`src/rtl/mem_byte_sequencer.sv`:
```
// mem_byte_sequencer
//
// Purpose:
//   MEM-stage helper between the EX/MEM pipeline register and a byte-wide
//   data memory (8-bit cells, one-cycle read, write on posedge). A byte,
//   halfword or word load/store is broken into 1, 2 or 4 little-endian byte
//   transactions. The pipeline is stalled while they run. Loads return a
//   sign- or zero-extended 32-bit result. Misaligned or illegal-size requests
//   complete with an error pulse and never touch memory.
//
// Ports:
//   clk_i        clock
//   rst_i        asynchronous reset, active low
//   req_i        request valid (held stable while stall_o=1)
//   we_i         1 = store, 0 = load
//   size_i       00 byte, 01 half, 10 word, 11 illegal
//   unsigned_i   loads: 1 = zero-extend, 0 = sign-extend
//   addr_i       byte address
//   wdata_i      store data (low bytes used for byte/half)
//   stall_o      freeze pipeline
//   done_o       one-cycle completion pulse
//   err_o        one-cycle misalign/illegal pulse, coincident with done_o
//   rdata_o      extended load result, held until the next completed load
//   mem_addr_o   byte address to memory
//   mem_wdata_o  byte to write
//   mem_write_o  memory write strobe
//   mem_read_o   memory read strobe
//   mem_rdata_i  memory read byte, valid at the posedge ending the read cycle

module mem_byte_sequencer #(
    parameter int ADDR_W = 32
) (
    input  logic              clk_i,
    input  logic              rst_i,
    input  logic              req_i,
    input  logic              we_i,
    input  logic [1:0]        size_i,
    input  logic              unsigned_i,
    input  logic [ADDR_W-1:0] addr_i,
    input  logic [31:0]       wdata_i,
    output logic              stall_o,
    output logic              done_o,
    output logic              err_o,
    output logic [31:0]       rdata_o,
    output logic [ADDR_W-1:0] mem_addr_o,
    output logic [7:0]        mem_wdata_o,
    output logic              mem_write_o,
    output logic              mem_read_o,
    input  logic [7:0]        mem_rdata_i
);

    typedef enum logic [1:0] {
        IDLE   = 2'd0,
        ACCESS = 2'd1,
        DONE   = 2'd2
    } state_t;

    state_t            state_q;
    state_t            state_d;
    logic [1:0]        cnt_q;
    logic              err_q;
    logic [31:0]       rdata_q;

    logic              we_q;
    logic [1:0]        size_q;
    logic              uns_q;
    logic [ADDR_W-1:0] addr_q;
    logic [31:0]       wdata_q;
    logic [31:0]       rbuf_q;

    logic              last_byte;
    logic [4:0]        lane_lsb;
    logic [31:0]       assembled;

    // Legal size and naturally aligned.
    function automatic logic req_legal(input logic [1:0] size, input logic [1:0] lo);
        case (size)
            2'b00:   req_legal = 1'b1;
            2'b01:   req_legal = ~lo[0];
            2'b10:   req_legal = (lo == 2'b00);
            default: req_legal = 1'b0;
        endcase
    endfunction

    // Index of the final byte of an access: N-1 for N = 1/2/4.
    function automatic logic [1:0] last_idx(input logic [1:0] size);
        case (size)
            2'b00:   last_idx = 2'd0;
            2'b01:   last_idx = 2'd1;
            default: last_idx = 2'd3;
        endcase
    endfunction

    function automatic logic [31:0] extend(input logic [31:0] raw,
                                           input logic [1:0]  size,
                                           input logic        uns);
        case (size)
            2'b00:   extend = {{24{raw[7] & ~uns}}, raw[7:0]};
            2'b01:   extend = {{16{raw[15] & ~uns}}, raw[15:0]};
            default: extend = raw;
        endcase
    endfunction

    assign last_byte = (cnt_q == last_idx(size_q));
    assign lane_lsb  = {cnt_q, 3'b000};

    // The final load byte arrives in the same cycle the result is formed, so
    // merge it into the buffered lanes combinationally.
    always_comb begin
        assembled                = rbuf_q;
        assembled[lane_lsb +: 8] = mem_rdata_i;
    end

    // State register and control state.
    always_ff @(posedge clk_i or negedge rst_i) begin
        if (!rst_i) begin
            state_q <= IDLE;
            cnt_q   <= 2'd0;
            err_q   <= 1'b0;
            rdata_q <= 32'd0;
        end else begin
            state_q <= state_d;
            case (state_q)
                IDLE: begin
                    cnt_q <= 2'd0;
                    if (req_i) begin
                        err_q <= ~req_legal(size_i, addr_i[1:0]);
                    end
                end
                ACCESS: begin
                    cnt_q <= cnt_q + 2'd1;
                    if (!we_q && last_byte) begin
                        rdata_q <= extend(assembled, size_q, uns_q);
                    end
                end
                default: begin
                    cnt_q <= 2'd0;
                    err_q <= 1'b0;
                end
            endcase
        end
    end

    // Request capture and load byte buffer; contents are only meaningful
    // while a request is in flight, so they carry no reset.
    always_ff @(posedge clk_i) begin
        if (state_q == IDLE && req_i) begin
            we_q    <= we_i;
            size_q  <= size_i;
            uns_q   <= unsigned_i;
            addr_q  <= addr_i;
            wdata_q <= wdata_i;
        end
        if (state_q == ACCESS && !we_q) begin
            rbuf_q[lane_lsb +: 8] <= mem_rdata_i;
        end
    end

    // Next-state logic.
    always_comb begin
        state_d = state_q;
        case (state_q)
            IDLE: begin
                if (req_i) begin
                    state_d = req_legal(size_i, addr_i[1:0]) ? ACCESS : DONE;
                end
            end
            ACCESS: begin
                if (last_byte) begin
                    state_d = DONE;
                end
            end
            DONE:    state_d = IDLE;
            default: state_d = IDLE;
        endcase
    end

    // Output decode. Everything is a function of the current state so an
    // asynchronous reset drops the strobes immediately.
    always_comb begin
        stall_o     = 1'b0;
        done_o      = 1'b0;
        err_o       = 1'b0;
        mem_addr_o  = '0;
        mem_wdata_o = 8'd0;
        mem_write_o = 1'b0;
        mem_read_o  = 1'b0;
        case (state_q)
            IDLE: begin
                stall_o = req_i;
            end
            ACCESS: begin
                stall_o     = 1'b1;
                mem_addr_o  = addr_q + ADDR_W'(cnt_q);
                mem_write_o = we_q;
                mem_read_o  = ~we_q;
                if (we_q) begin
                    mem_wdata_o = wdata_q[lane_lsb +: 8];
                end
            end
            DONE: begin
                done_o = 1'b1;
                err_o  = err_q;
            end
            default: ;
        endcase
    end

    assign rdata_o = rdata_q;

endmodule

```
`config.mk`:
```
export PLATFORM = sky130hd
export DESIGN_NAME = mem_byte_sequencer
export DESIGN_NICKNAME = d
export VERILOG_FILES = /design/src/rtl/mem_byte_sequencer.sv
export SDC_FILE = /design/constraint.sdc
export NUM_CORES = 1
export LEC_CHECK = 0
export ABC_AREA = 1
export CORE_ASPECT_RATIO = 0.7
export CORE_MARGIN = 8
export CORE_UTILIZATION = 40
export DETAILED_ROUTE_END_ITERATION = 12
export PLACE_DENSITY = 0.69
export SLEW_MARGIN = 20
export SYNTH_ARGS = -nofsm -noshare
export SYNTH_HDL_FRONTEND = slang
export SYNTH_SLANG_ARGS = --single-unit
```
`constraint.sdc`:
```
create_clock -name clk_i -period 2.2 [get_ports clk_i]
set_input_delay 0.44 -clock clk_i [delete_from_list [all_inputs] [get_ports clk_i]]
set_output_delay 0.44 -clock clk_i [all_outputs]
set_load 0.1 [all_outputs]
```
== Yosys cells after proc, flatten, opt, wreduce, memory -nomap -nowiden ==
Index checks and enable logic that the tools add are counted.
Word-level totals
  RAM bits: 0
  logic and storage cells: 63
  register bits: 137
  bits in latches: 0
  memories kept: 0
  output and inout bits: 77
  memory bits (read-only): 0
  bits of input ports: 79
Cells by class
  muxes and demuxes: 21
  div/mod/pow operators: 0
  bitwise gates (word level): 7
  equality and inequality tests: 8
  shift-type cells: 3
  $lt $le $gt $ge: 0
  add/subtract/negate cells: 3
  reduce and logical (&&, ||, !) cells: 11
  multiply operators: 0
Operators by type and width (count)
  $pmux W32 S2: 1
  $add A32 B2 Y32: 1
  $bwmux W32: 1
  $mux W32: 1
  $shift A8 B7 Y32 const A: 1
  $shiftx A32 B6 Y8: 1
  $shiftx A8 B7 Y32: 1
  $mux W8: 2
  $logic_not A2 Y1: 4
  $mux W2: 4
  $pmux W2 S2: 2
  $mux W1: 7
  $neg A5 Y7: 1
  $eq A2 B1 Y1 const B: 3
  $reduce_and A2 Y1: 3
  $not A1 Y1: 5
  $eq A2 B2 Y1 const B: 2
  $ne A2 B2 Y1 const B: 2
  $pmux W1 S2: 2
  $logic_and A1 B1 Y1: 3
  $pmux W1 S3: 1
  $add A2 B1 Y2 const B: 1
  $and A1 B1 Y1: 2
  $eq A2 B2 Y1: 1
  $logic_not A1 Y1: 1

== Longest topological paths before layout ==
Gate-level depths: netlist of run 1.
  depth after elaboration: 7
  depth in mapped cells: 14
  depth with buffers taken out: 11

== Least setup slack after synthesis of run 1 ==
OpenSTA, ideal clock, no wires.
  path kind: register -> output
  start: register state_q[0]
  end: output port mem_wdata_o[0]
  data required time: 1760 ps
  buffers on the path: 0
  path slack: -2116 ps
  stages on the path, launching flop included: 7
  data arrival time: 3876 ps
  cells stage by stage: dfrtp_1 -> inv_2 -> nor2_2 -> inv_2 -> nor2_1 -> inv_1 -> a21oi_1
On the way
  word-level cells in the longest chain between the ends: 2
Ends and longest elaborated chain
  from (decl): line 58  | state_t state_q;
  from (signal assigned): line 122  | state_q <= state_d;
  $eq A2 B1 Y1: line 188  | case (state_q)
  $mux W8: line 188
  to (decl): line 46  | output logic [7:0] mem_wdata_o,
Every way passes these cells.

== Final worst setup path of run 1 ==
  start: register cnt_q[1]
  end: output port mem_addr_o[26]
On the way
  word-level cells in the longest chain between the ends: 2
Ends and longest elaborated chain
  from (decl): line 60  | logic [1:0] cnt_q;
  from (signal assigned): line 131  | cnt_q <= cnt_q + 2'd1;
  $add A32 B2 Y32: line 194  | mem_addr_o = addr_q + ADDR_W'(cnt_q);
  $mux W32: line 188
  to (decl): line 45  | output logic [ADDR_W-1:0] mem_addr_o,
Every way passes these cells.

==> results of run 1 <==
==> layer usage <==
layer,vias to the layer above,global-route usage,share of wire
met2,292,0.287,0.42
met4,2,0.0530,0.014
li1,2994,-,-
met1,3020,0.310,0.46
met5,-,0,0.00056
met3,33,0.0722,0.10
==> cell usage in the layout (no fill, tap or decap), types with 3 or more instances in the layout <==
master and count:
a21oi_4 12, buf_12 50, buf_4 83, buf_6 12, clkbuf_16 23, clkdlybuf4s50_1 77, clkinv_1 3, clkinv_2 3
dfrtp_1 36, edfxtp_1 100, ha_1 5, inv_1 68, inv_2 9, inv_6 4, nand2_1 231, nand2_2 21
nand2_4 7, nand3_1 27, nand3_2 10, nor2_1 91, nor2_2 29, nor2_4 43, o21ai_0 17, o21ai_1 9
o21ai_2 17, xnor2_2 4
==> power groups by stage <==
| stage | Combinational, W | Sequential, W | Clock (W) |
|---|---|---|---|
| finish | 0.00935 | 0.00419 | 0.00306 |
| global route | 0.00981 | 0.00427 | 0.00320 |
| CTS | 0.00894 | 0.00416 | 0.00309 |
| global placement | 0.00843 | 0.00416 | 0 |
| floorplan | 0.00384 | 0.00621 | 0 |
| detailed placement | 0.00850 | 0.00419 | 0 |
==> logic make-up (layout without fill, tap and decap cells) <==
logic type / count (synthesis) / after routing
other cells: 0 / 1
buf+inv: 104 / 345
xor+xnor: 7 / 7
flops: 137 / 137
simple gates: 469 / 470
fa+ha+maj: 8 / 8
compound gates: 66 / 66
==> per-stage QoR <==
stage	util	instance area (um^2)
finish	0.674	11100
global route	0.674	11100
CTS	0.644	10600
detailed placement	0.583	9580
global placement	0.583	9580
floorplan	-	7200
==> flip-flops by register name, indices dropped and copies added (netlist names) <==
| signal | cells |
|---|---|
| addr_q | 32 |
| cnt_q | 2 |
| err_q | 1 |
| rbuf_q | 32 |
| rdata_o | 32 |
| size_q | 2 |
| state_q | 2 |
| uns_q | 1 |
| wdata_q | 32 |
| we_q | 1 |
==> worst max path at each step <==
stage,startpoint,endpoint,slack [ns],cells past startpoint
floorplan,state_q[1],mem_wdata_o[0],-0.50,5
global placement,cnt_q[0],rdata_o[31],-0.05,9
detailed placement,cnt_q[0],rdata_o[22],-0.10,9
CTS,cnt_q[0],mem_addr_o[14],-0.45,9
global route,cnt_q[0],mem_addr_o[30],-0.55,11
finish,cnt_q[1],mem_addr_o[26],-0.45,8
==> final cells by class <==
class	count	area, um^2	share of cell area
multi-input combinational	551	3270	0.294
tap	225	282	0.0254
timing repair buffer	227	2630	0.237
antenna	1	2.50	0.000226
clock inverter	9	92.6	0.00835
sequential	137	3930	0.354
clock buffer	23	543	0.0490
inverter	86	347	0.0313
==> critical path, cell delays in order (launching register included) <==
cell and delay (ns):
dfrtp_2 0.45, buf_6 0.13, fa_2 0.42, buf_4 0.15
and3_4 0.17, nand3_2 0.06, nand2_1 0.06, nor2_2 0.16
buf_12 0.19
==> cells in the mapped netlist <==
| cell type | number | area, um^2 |
|---|---|---|
| buf_2 | 5 | 25.0 |
| buf_4 | 3 | 22.5 |
| clkinv_1 | 5 | 18.8 |
| o21a_1 | 1 | 7.51 |
| a21oi_1 | 15 | 75.1 |
| nand2_2 | 2 | 12.5 |
| inv_2 | 6 | 22.5 |
| ha_1 | 7 | 87.6 |
| edfxtp_1 | 100 | 3000 |
| nor3_1 | 2 | 10.0 |
| a211oi_1 | 1 | 7.51 |
| xnor2_1 | 6 | 52.6 |
| nand3_1 | 36 | 180 |
| buf_6 | 5 | 56.3 |
| buf_1 | 2 | 7.51 |
| nand2_1 | 256 | 961 |
| fa_1 | 1 | 20.0 |
| o21ai_0 | 45 | 225 |
| dfrtp_1 | 37 | 926 |
| a31oi_1 | 1 | 6.26 |
| o31ai_1 | 1 | 7.51 |
| inv_1 | 75 | 282 |
| a21boi_0 | 1 | 7.51 |
| nor2_2 | 1 | 6.26 |
| xor2_1 | 1 | 8.76 |
| a21o_1 | 1 | 7.51 |
| nand4_1 | 1 | 6.26 |
| clkbuf_1 | 3 | 11.3 |
| nor2_4 | 3 | 33.8 |
| and2_1 | 1 | 6.26 |
| nor3b_1 | 1 | 7.51 |
| nand3b_1 | 2 | 15.0 |
| and3_1 | 2 | 12.5 |
| nand3_2 | 2 | 20.0 |
| nor2_1 | 159 | 597 |
| or2_2 | 1 | 6.26 |
==> what timing repair did <==
item | 4_1_cts | 5_1_grt
pin swaps | 28 | 28
setup buffers | 12 | 21
resized for setup | 98 | 76
cloned | 0 | 3
setup endpoints to repair | 72 | 77
==> qor.csv, run 1 <==
metric;value;unit
global-route wire length before repair;34700;um
crit path launch type;register;
GP Congestion;0.949;
Die Width;171;um
total number of vias;6341;
total power;0.0166;W
Post-Syn Instances;791;
drt pass-1 iters;7;
clk buf depth;2;
Mapped Area;0.00676;mm^2
Avg Inst Size Synth;8.55;um^2
starting DRC count in detailed routing;711;
CP Class;register to primary output;
GRT overflow;0;
final hold viol count;0;
internal power;0.00831;W
Routed Wire Length;23000;um
Fin Hold WS;0.126;ns
DR vias/cell;5.04;
largest family of logic cells by synthesized area;simple AND/OR/NAND/NOR gates;
RSZ-0062 raised after global routing;true;
Arr. time, crit path;2.21;ns
sw frac;0.500;
Adder-Cell Fraction of Synth Area;0.0159;
Synth Area in Compound Gates;0.0509;
pre-CTS setup slack;-0.103;ns
routed length per instance;18.3;um
flops & latches, synth;137;
gr usage total;0.210;
setup ws final;-0.449;ns
max-cap violations;0;
root buffer cell;clkbuf_16;
Reg2Reg Depth;11;
die height;125;um
P_sw;0.00829;W
Buffers on Ports;155;
row cnt;39;
reg2reg setup slack;-0.11;ns
xor-xnor portion of the synthesized cell area;0.00907;
VDD IR-drop max;0.00106;V
filler cell count;1255;
maximum fanout along the worst path;3;
Hold Buf Count CTS;0;
H-tree Lvls;4;
fin cells;1259;
setup TNS;-12.72;ns
die area;0.0214;mm^2
Top-Level Pins;156;
min Tclk post-route;2.65;ns
Initial Utilization;0.411;
Rel. slew slack;0.422;
DP HPWL;16100;um
Detail Route Antenna Nets;0;
final setup vio count;59;
failing checks;setup timing;
Core Area;0.0164;mm^2
Max Slew Vio Count;0;
Hold Path Class;primary input to asynchronous set/reset pin;
Reg2Reg Capture Point;rdata_o[12];
P per Cell Area;1500;mW/mm^2
YS warnings;0;
Clk pwr share;0.184;
Comb pwr share;0.563;
drt drc;0;
Synth cell types;36;
outcome;finished with violations;
Mapped Nets;878;
Nets;1107;
clock skew;0.00656;ns
TritonCTS clock tree;built;
CTS buffer count;17;
Period Utilization, post-route;1.20;
Layout Area Growth over Synthesis;64.0;%
largest net degree at the start of global routing;69;
register area share after synthesis;0.581;
Fmax;377;MHz
Reg power frac;0.252;
Req. time, crit path;1.76;ns
Leak Pwr;4.62;nW
layout cells sized above 1;0.345;
vias in the first global route;6083;
FF-to-FF Start;cnt_q[0];
initial antenna violation count;2;
simple-gate portion of the synthesized area;0.277;
mux cell area share after synthesis;0;
clk sinks;137;
Worst Tran Pin Value;0.867;ns
clk_lat worst skew;0.43;ns
clock transition at the registers of the reported paths;0.06;ns
placed insts;1190;
Critical Path End Type;primary output;
(Power assumes the default switching activity.)
==> run 2: changes to the inputs <==
--- a/config.mk
+++ b/config.mk
@@ -10,7 +10,7 @@
 export CORE_MARGIN = 8
 export CORE_UTILIZATION = 40
 export DETAILED_ROUTE_END_ITERATION = 12
-export PLACE_DENSITY = 0.69
+export PLACE_DENSITY = 0.7
 export SLEW_MARGIN = 20
 export SYNTH_ARGS = -nofsm -noshare
 export SYNTH_HDL_FRONTEND = slang
==> qor.csv, run 2 (synthesis gave the netlist of run 1 again) <==
metric;value;unit
Comb pwr share;0.571;
drt pass-1 iters;6;
largest net degree at the start of global routing;46;
clock skew;0.00684;ns
Routed Wire Length;22100;um
Layout Area Growth over Synthesis;61.9;%
TritonCTS clock tree;built;
drt drc;0;
DP HPWL;15500;um
initial antenna violation count;1;
Worst Tran Pin Value;0.838;ns
Layout Utilization;0.666;
DR vias/cell;5.02;
Period Utilization, post-route;1.25;
P per Cell Area;1510;mW/mm^2
Fmax;365;MHz
global-route wire length before repair;32700;um
layout cells sized above 1;0.318;
setup ws final;-0.542;ns
Fin Hold WS;0.120;ns
outcome;finished with violations;
min Tclk post-route;2.74;ns
Top-Level Pins;156;
reg2reg setup slack;-0.01;ns
Max Slew Vio Count;0;
Reg power frac;0.253;
Arr. time, crit path;2.30;ns
crit path launch type;register;
fin cells;1251;
FF-to-FF Start;cnt_q[1];
internal power;0.00822;W
row cnt;39;
VDD IR-drop max;0.00101;V
most common cell after layout, fill and taps aside;nand2_1;
clk buf depth;2;
root buffer cell;clkbuf_16;
clock transition at the registers of the reported paths;0.06;ns
Leak Pwr;4.55;nW
P_sw;0.00827;W
die height;125;um
most frequent cells in the layout;240 x nand2_1, 101 x nor2_1, 100 x edfxtp_1;
GP Congestion;0.932;
gr usage total;0.198;
final hold viol count;0;
Buffers on Ports;155;
clk sinks;137;
Core Area;0.0164;mm^2
die area;0.0214;mm^2
grt met3 use;0.0773;
final setup vio count;40;
Nets;1100;
sw frac;0.502;
starting DRC count in detailed routing;674;
Clk pwr share;0.177;
Reg2Reg Capture Point;rdata_o[28];
Hold Path Class;primary input to asynchronous set/reset pin;
vias in the first global route;5930;
met2 usage;0.280;
met1 Track Usage GR;0.279;
Rel. slew slack;0.442;
clk_lat worst skew;0.42;ns
Req. time, crit path;1.76;ns
maximum fanout along the worst path;4;
Detail Route Antenna Nets;0;
failing checks;setup timing;
routed length per instance;17.6;um
setup TNS;-13.45;ns
Initial Utilization;0.411;
busiest layer in global routing;met2;
Critical Path End Type;primary output;
total number of vias;6284;
CTS buffer count;17;
placed insts;1182;
GRT overflow;0;
Die Width;171;um
H-tree Lvls;4;
CP Class;register to primary output;
antenna cells;0;
max-cap violations;0;
Reg2Reg Depth;12;
RSZ-0062 raised after global routing;true;
[run 2: layout make-up]
class	count	area, um^2
repair buffers	220	2580
clock inverters	14	160
well taps	225	282
multi-input cells	551	3200
inverters	86	352
flip-flops and latches	137	3930
clock buffers	18	439
fillers	1255	5500
[run 2: power by group through the flow]
| stage | clock, W | combinational, W | sequential [W] |
|---|---|---|---|
| 4_1_cts | 0.00296 | 0.00855 | 0.00413 |
| 5_1_grt | 0.00308 | 0.00990 | 0.00425 |
| 3_3_place_gp | 0 | 0.00834 | 0.00416 |
| 2_1_floorplan | 0 | 0.00384 | 0.00621 |
| 6_report | 0.00291 | 0.00941 | 0.00417 |
| 3_5_place_dp | 0 | 0.00844 | 0.00418 |
[run 2: worst max-delay path, stage by stage (launching register included)]
cell and delay, ns:
edfxtp_1 0.39, ha_2 0.22, fa_2 0.39, nand2_4 0.10
nor2_4 0.06, nand2_4 0.08, nor2_4 0.05, buf_6 0.13
xnor2_4 0.12, nor2_4 0.14, buf_12 0.18
[run 2: per-stage QoR]
step	instance area, um^2	setup slack, ns	total power, W
finish	10900	-0.542	0.0165
global route	10900	-0.627	0.0172
CTS	10200	-0.480	0.0156
detailed placement	9520	-0.269	0.0126
global placement	9520	-0.0749	0.0125
floorplan	7200	-0.505	0.0101
[run 2: metal layers]
metal / vias up / wire [um]
met5: - / 13
met4: 2 / 286
met3: 28 / 2280
met2: 313 / 9890
met1: 2958 / 9590
li1: 2983 / -
[run 2: worst max-delay path by stage]
stage	start	end	slack, ns
after floorplan	state_q[1]	mem_wdata_o[0]	-0.50
after global placement	cnt_q[0]	mem_wdata_o[7]	-0.07
after detailed placement	cnt_q[0]	rdata_o[19]	-0.27
after CTS	cnt_q[1]	mem_addr_o[31]	-0.48
after global routing	addr_q[0]	mem_addr_o[14]	-0.63
final	addr_q[0]	mem_addr_o[14]	-0.54
[run 2: what timing repair did]
action / CTS / global route
hold buffers: 0 / 0
pin swaps: 13 / 36
buffers inserted: 6 / 28
gates cloned: 0 / 4
gates resized for setup: 30 / 116
endpoints found under the setup margin: 83 / 90
==> RTL change, RTL diff (flow settings as in run 2) <==
The parameter `ADDR_W` goes from 32 to 48.
--- a/src/rtl/mem_byte_sequencer.sv
+++ b/src/rtl/mem_byte_sequencer.sv
@@ -28,7 +28,7 @@
 //   mem_rdata_i  memory read byte, valid at the posedge ending the read cycle
 
 module mem_byte_sequencer #(
-    parameter int ADDR_W = 32
+    parameter int ADDR_W = 48
 ) (
     input  logic              clk_i,
     input  logic              rst_i,
Ports: changed (resized addr_i and mem_addr_o); port bits go from 156 to 188. No check against the original RTL was run, so the function may have changed too.
==> RTL change against run 2 <==
- the flow still finishes with violations (negative setup slack)
- synthesized area grew 15%
- fmax decreased by 1.9%
- via count increased by 18%
- cell area is 21% higher
- sequential cell count grew 16
- register-to-register slack lost 0.23 ns
- power increased by 13%
- largest power group unchanged
- critical endpoint is now mem_addr_o[26]
- die area rose by 14%
- routed wire length increased by 28%
- setup slack got worse by 0.052 ns
- highest routed layer is now met4
- largest cell class unchanged
==> RTL change: results (changes against run 2) <==
Power
  • P_int: 0.00915 W (+11%)
  • P_leak: 5.27 nW (+16%)
  • PD cells: 1410 nW/um^2 (-6.3%)

Critical path
  • Peak fanout along the critical path: 3 (-1)
  • Worst path max stage delay: 0.42 ns (+0.03 ns)
  • Reg2Reg Setup Slack: -0.24 ns (-0.23 ns)
  • Worst EP arrival: 2.35 ns (+0.05 ns)
  • Worst r2r dst: rdata_o[18]

Status
  • Status: finished, violations left
  • Violated checks: negative setup slack

Route
  • First drt pass iteration count: 5 (-1)
  • Highest metal used: met4
  • Met3 wire length: 2.86 mm (+26%)
  • Mean number of vias per cell: 5.04 (+0.38%)
  • Final wirelength: 28.2 mm (+28%)
  • Met1 WL: 13.7 mm (+43%)

Synth
  • Number of synthesized flops with an enable pin: 116 (+16%)
  • Mapped Nets: 1006 (+15%)
  • Netlist cell types: 37 (+2.8%)
  • Area contributors post-synth: edfxtp_1 (45%), nand2_1 (13%), dfrtp_1 (12%)
  • Post-synth top cells: nand2_1 (265), nor2_1 (170), edfxtp_1 (116)

STA
  • Fin Hold WS: 0.133 ns (+0.0123 ns)
  • Setup Viol. Count Final: 95 (+140%)
  • Final setup margin: -0.595 ns (-0.0525 ns)
  • Least-Margin Pin Slew: 0.890 ns (+0.0529 ns)

Place
  • Place WS: -0.153 ns (+0.116 ns)
  • Port bufs: 187 (+21%)
  • Post-detail-place hpwl: 20.8 mm (+34%)
  • Inst Count DP: 1413 (+20%)
  • Placed Area: 11800 sq um (+24%)

Finish
  • Finished Layout Cells: 1469 (+17%)

GRT
  • Met1 usage: 35.7% (+7.8 points)
  • Met2 Use GR: 30.8% (+2.8 points)
  • Largest net degree at the start of global routing: 59 (+28%)
==> RTL change: kinds of logic (layout without fill, tap and decap cells) <==
group / after synthesis / in the layout
AO/OA/AOI/OAI: 89 / 89
XOR/XNOR: 19 / 19
adder cells (fa/ha/maj): 8 / 8
buffers and inverters: 110 / 412
flip-flops: 153 / 153
AND/OR/NAND/NOR: 524 / 524
==> RTL change: layout make-up <==
type                       instances  area, sq um
fill                            1445         5790
timing repair buffer             294         3450
multi-input combinational        640         4120
clock inverter                    13          120
clock buffer                      19          453
tap                              264          330
inverter                          86          355
sequential                       153         4410
==> RTL change: worst max-delay path, delay by kind of cell, from the launching register on <==
family	cells	cell delay, ns
DFF	1	0.42
buffers and inverters	3	0.35
adders and majority gates	2	0.57
xor gates and xnor gates	1	0.19
and+or+nand+nor	5	0.40
==> RTL change: timing repair <==
action,CTS,global route
pin swaps,34,41
endpoints found under the setup margin,82,111
resized for setup,95,59
setup buffers,12,12
cloned,2,1
hold buffers,0,0
